===== src/rtl/lift_req_queue.sv =====
// lift_req_queue: FIFO of hall-call codes feeding the lift controller; drops invalid, duplicate and overflow calls.
// Define LIFT_REQ_DEDUP_EN to enable duplicate-call suppression; otherwise identical calls queue repeatedly.
module lift_req_queue #(
    parameter int DEPTH = 6,
    parameter int CW    = 3
) (
    input  logic          clk,
    input  logic          rst_n,
    input  logic          push,
    input  logic [2:0]    req_in,
    input  logic          done,
    output logic [2:0]    req_out,
    output logic          q_empty,
    output logic          full,
    output logic [CW-1:0] count,
    output logic          drop
);
    localparam int PW = (DEPTH > 1) ? $clog2(DEPTH) : 1;

    logic [2:0]    mem [DEPTH];
    logic [PW-1:0] rd, wr;
    logic          pop, acc, dup, code_ok;

    function automatic logic [PW-1:0] nxt(input logic [PW-1:0] p);
        return (p == PW'(DEPTH - 1)) ? '0 : p + 1'b1;
    endfunction

    assign code_ok = (req_in != 3'b000) && (req_in != 3'b101);
    assign pop     = done & ~q_empty;
    assign acc     = push & code_ok & ~dup & (~full | pop);

`ifdef LIFT_REQ_DEDUP_EN
    // occ marks live slots so a match against stale storage is never a duplicate
    logic [DEPTH-1:0] occ, hit;
    always_comb begin
        hit = '0;
        for (int i = 0; i < DEPTH; i++)
            hit[i] = occ[i] && (mem[i] == req_in) && !(pop && (rd == PW'(i)));
    end
    assign dup = |hit;
    always_ff @(posedge clk) begin
        if (!rst_n) begin
            occ <= '0;
        end else begin
            if (pop) occ[rd] <= 1'b0;
            if (acc) occ[wr] <= 1'b1;
        end
    end
`else
    assign dup = 1'b0;
`endif

    always_ff @(posedge clk) begin
        if (rst_n && acc) mem[wr] <= req_in;
    end

    always_ff @(posedge clk) begin
        if (!rst_n) begin
            rd    <= '0;
            wr    <= '0;
            count <= '0;
            drop  <= 1'b0;
        end else begin
            if (acc) wr <= nxt(wr);
            if (pop) rd <= nxt(rd);
            count <= count + CW'(acc) - CW'(pop);
            drop  <= push & ~acc;
        end
    end

    assign q_empty = (count == '0);
    assign full    = (count == CW'(DEPTH));
    assign req_out = q_empty ? 3'b000 : mem[rd];
endmodule


===== config.mk =====
export PLATFORM = sky130hd
export DESIGN_NAME = lift_req_queue
export DESIGN_NICKNAME = d
export VERILOG_FILES = /design/src/rtl/lift_req_queue.sv
export SDC_FILE = /design/constraint.sdc
export NUM_CORES = 1
export LEC_CHECK = 0
export ABC_AREA = 1
export CORE_MARGIN = 2
export CORE_UTILIZATION = 58
export DETAILED_ROUTE_END_ITERATION = 16
export GPL_ROUTABILITY_DRIVEN = 0
export GPL_TIMING_DRIVEN = 0
export PLACE_DENSITY = 0.9
export SETUP_SLACK_MARGIN = 0.1
export SLEW_MARGIN = 5
export SYNTH_ARGS = -nofsm -noshare
export SYNTH_HDL_FRONTEND = slang
export SYNTH_SLANG_ARGS = --single-unit

===== constraint.sdc =====
create_clock -name clk -period 3 [get_ports clk]
set_clock_uncertainty 0.05 [all_clocks]
set_input_delay 0.9 -clock clk [delete_from_list [all_inputs] [get_ports clk]]
set_output_delay 0.9 -clock clk [all_outputs]
set_load 0.02 [all_outputs]

Word-level counts from Yosys, hierarchy flattened. Memory sizes are Yosys's and may differ from the RTL's. A register that Yosys moved wholly into a read port is not among the register bits. Cells that the tools add are included.

Add/sub/neg operators: 4. Mux-type cells: 7. Bitwise gates (word level): 8. Reductions and logical operators: 4. Equal/unequal tests: 4.

Operators by type and width (number): $mux 3 (5); $eq 3x3->1 const B (3); $add 3x1->3 const B (2); $and 1x1->1 (4); $add 3x1->3 (1); $logic_not 3->1 (1); $ne 3x3->1 const B (1); $not 1->1 (3); $reduce_bool 3->1 (1); $sub 3x1->3 (1); $logic_and 1x1->1 (2); $mux 1 (2); $or 1x1->1 (1).

Bits in registers: 10. Memories: 1. Output and inout port bits: 9. Logic and storage cells: 32. Bits in writable memories: 18. Input bits: 7.

Memories: mem (depth 6, bits a word 3, rd ports 1, clocked after memory_dff 1, wr ports 1, line 20) `logic [2:0] mem [DEPTH];`.

Logic depth before layout (Yosys ltp).
Depth after elaboration: 8. Gate-level depth with buffers: 13. Depth with buffers taken out: 13.

Least setup slack after synthesis. Ideal clock, no wire load.

Path type: in2reg. Start point: input port req_in[2]. End point: register count[2]. Setup time: 0.070 ns. Data arrival time: 2.148 ns. Stages on the path: 13. Path slack: 0.732 ns. Path buffers: 0. Data required time: 2.880 ns. Cells stage by stage: inv_1 > nand2_1 > nand3_2 > nand2_1 > nor2_4 > nand2_1 > nand2_1 > ha_1 > inv_1 > fa_1 > inv_1 > o21ai_0 > a21oi_1.

Longest elaborated chain between the ends: 6. Elaborated cells between the ends (all ways): 7. Classes of those cells: add/sub (2); eq/ne (1); bitwise (2); reduce/logical (2).

RTL lines: start, declared (line 10) `input logic [2:0] req_in,`; $ne 3x3->1 / $reduce_bool 3->1 (equally long branches) (line 28) `assign code_ok = (req_in != 3'b000) && (req_in != 3'b101);`; $logic_and 1x1->1 * (line 28); $and 1x1->1 * (2 in series) (line 30) `assign acc = push & code_ok & ~dup & (~full | pop);`; $add 3x1->3 * (line 66) `count <= count + CW'(acc) - CW'(pop);`; $sub 3x1->3 * (line 66); end signal, assigned (line 66); end, declared (line 15) `output logic [CW-1:0] count,`.

Every way passes the cells marked *; elsewhere a longest branch is shown, timed or not. A chain may end at the register's enable or synchronous reset.

==> metrics <==
status complete, no violations; GRT Total Usage 0.2159; Design Area, Final 1657 µm²; grt ovf 0; Final nets 194; die footprint 2819 µm²; first-pass detailed-route iteration total 4; final setup vio count 0; die height 53.09 µm; detailed-placement wirelength estimate 1.856 mm; Vias/cell 4.893; core area 2255 µm²; multi-input combinational cell area 483.0 µm²; Die Wd 53.09 µm; WS Path Type reg2out; 1st-iter DRT viols 29; most common cell in the netlist nand2_1; routed wire length 2.546 mm; Hold Violations, Final 0; CP max FO 10; row count 17; worst skew pair latency 330 ps; syn_area_per_cell 8.522 µm²; via count 1047; vias in the first global route 968; largest net degree at the start of global routing 11; # diodes 0; HP Class reg2reg; metal2 WL 1.237 mm; Critical Path RT 2050 ps; Worst Setup Start Kind flop; Synth top area share 0.3868; CTS H-tree lvls 2; sequential share of the synthesized area 0.5730; Reg clk slew, reported paths 90 ps; Clock Path Buffers 2; fraction of registers with async set/reset 0; power density over the cells 755.2 nW/µm²; Sink Count 31; met1 WL 1.092 mm; most common library cells after synthesis nand2_1, nor2_1, inv_1; Boundary Pins 16; P&R area growth vs syn 18.53%; CP endpoint kind primary output; highest metal used met4; flip-flop and latch count after synthesis 31; Worst Max-Slew Pin Slew 285.0 ps; synthesized net count 173; routed wl met3 149 µm; prevailing post-synth register cell edfxtp_1; DRC violation count after routing 0; leakage power 0.7694 nW; post-CTS setup buffer count 0; initial core utilization 0.6199; number of synthesized flops with an enable pin 18; Post-Syn Area 1398 µm²; Filler Cells Inserted 162; Avg WL per Cell 11.90 µm; initial antenna violation count 0; post-synth cell types 21; RSZ-0062 raised after global routing no; CTS buffer count 5; synth top area cells edfxtp_1, dfxtp_1, nand2_1, nor2_1, inv_1; CP arrival 1700 ps; Core Util, Final 0.7347; register area 800.8 µm²; crit path time final 2645 ps; fraction of layout cells with a size suffix above 1 0.09140; antenna-violating nets left 0; Post-DP Area 1573 µm²; Final TNS setup 0 ps; Final period util 0.8818; Worst VDD drop 0.7290 mV; max-slew violations 0; CTS tree built; Tot Pwr 1.251 mW; first-pass GRT wire length 4.174 mm; area leader, netlist edfxtp_1; Synth Warn # 0; post-synthesis cell count 164; # Max-Cap Violations 0; CTS Root Cell clkbuf_4; Rel. slew slack 0.8093; IO Port Bufs 14; Fmax 378.0 MHz
[placed cells by master, fill, tap and decap left out]
cell	count
bufinv_16	1
ha_1	1
nand2_2	1
dlygate4sd2_1	2
nand3_2	2
nand2_4	1
nand2_1	38
a21oi_1	4
edfxtp_1	18
clkinv_1	1
dlymetal6s2s_1	4
fa_1	1
clkbuf_4	5
clkdlybuf4s50_1	8
nand3_1	6
buf_4	1
o21ai_0	7
nor2_4	1
nor2_1	37
xnor2_1	1
inv_1	25
inv_2	2
o21bai_1	1
clkinv_2	1
nand4_1	2
nor2_2	1
buf_2	1
dfxtp_1	13
[power by group]
group	switching [mW]	internal (mW)	leakage, nW
Sequential	0.0455	0.491	0.269
Combinational	0.240	0.165	0.457
Clock	0.138	0.171	0.0426
[registers in the layout, summed over array words and instances (netlist names), named ones only]
register	cells
wr	3
drop	1
rd	3
count	3
mem	18
[final timing paths]
check / endpoint / from / slack [ps] / depth (start not counted)
worst max-delay path: req_out[1] / flop / 350 / 8
worst min-delay path: rd[2] / rd[2] / 490 / 4
worst max register to register: count[2] / count[1] / 1060 / 12
worst min register to register: rd[2] / rd[2] / 490 / 4
[cell families (layout without fill, tap and decap cells)]
| kind of cell | Yosys count | count (layout) | synth area share |
|---|---|---|---|
| XOR/XNOR | 1 | 1 | 0.006268 |
| flip-flops | 31 | 31 | 0.5730 |
| AND/OR/NAND/NOR | 89 | 89 | 0.2713 |
| buffers and inverters | 29 | 51 | 0.08147 |
| adder cells (fa/ha/maj) | 2 | 2 | 0.02328 |
| AO/OA/AOI/OAI | 12 | 12 | 0.04476 |
[cell type report]
class                           instances  area share
Buffer                                  2    0.007553
Clock buffer                            5     0.02266
Clock inverter                          3     0.02341
Inverter                               27     0.06118
Multi-Input combinational cell        104      0.2915
Sequential cell                        31      0.4834
Tap cell                               28     0.02115
Timing Repair Buffer                   14     0.08912
[layer usage]
layer  global-route usage  vias up
met3              0.05650        7
met1               0.2566      461
met4               0.1239        0
met5                    0        -
met2               0.3521       26
li1                     -      553
[through the flow]
step / setup slack [ps] / instances / hold WS, ps
after floorplan: 732.4 / 164 / 445.8
after global placement: -7.222 / 206 / 466.2
after detailed placement: -90.46 / 206 / 483.6
after CTS: 109.2 / 214 / 495.9
after global routing: 190.4 / 214 / 536.7
final: 354.7 / 214 / 488.1
[timing repair]
action | 4_1_cts | 5_1_grt
endpoints found under the hold margin | 0 | 0
gates resized for setup | 2 | 4
hold buffers | 0 | 0
endpoints found under the setup margin | 2 | 2
[worst max-delay path: stages, from the launching register on]
cell           delay [ps]
dfxtp_1               390
buf_4                 190
nor2_1                 60
nor2_1                 80
nand2_1                60
nand2_1                70
nand2_1                50
a21oi_1               120
dlygate4sd2_1         340
Power figures use the tool's default switching activity.
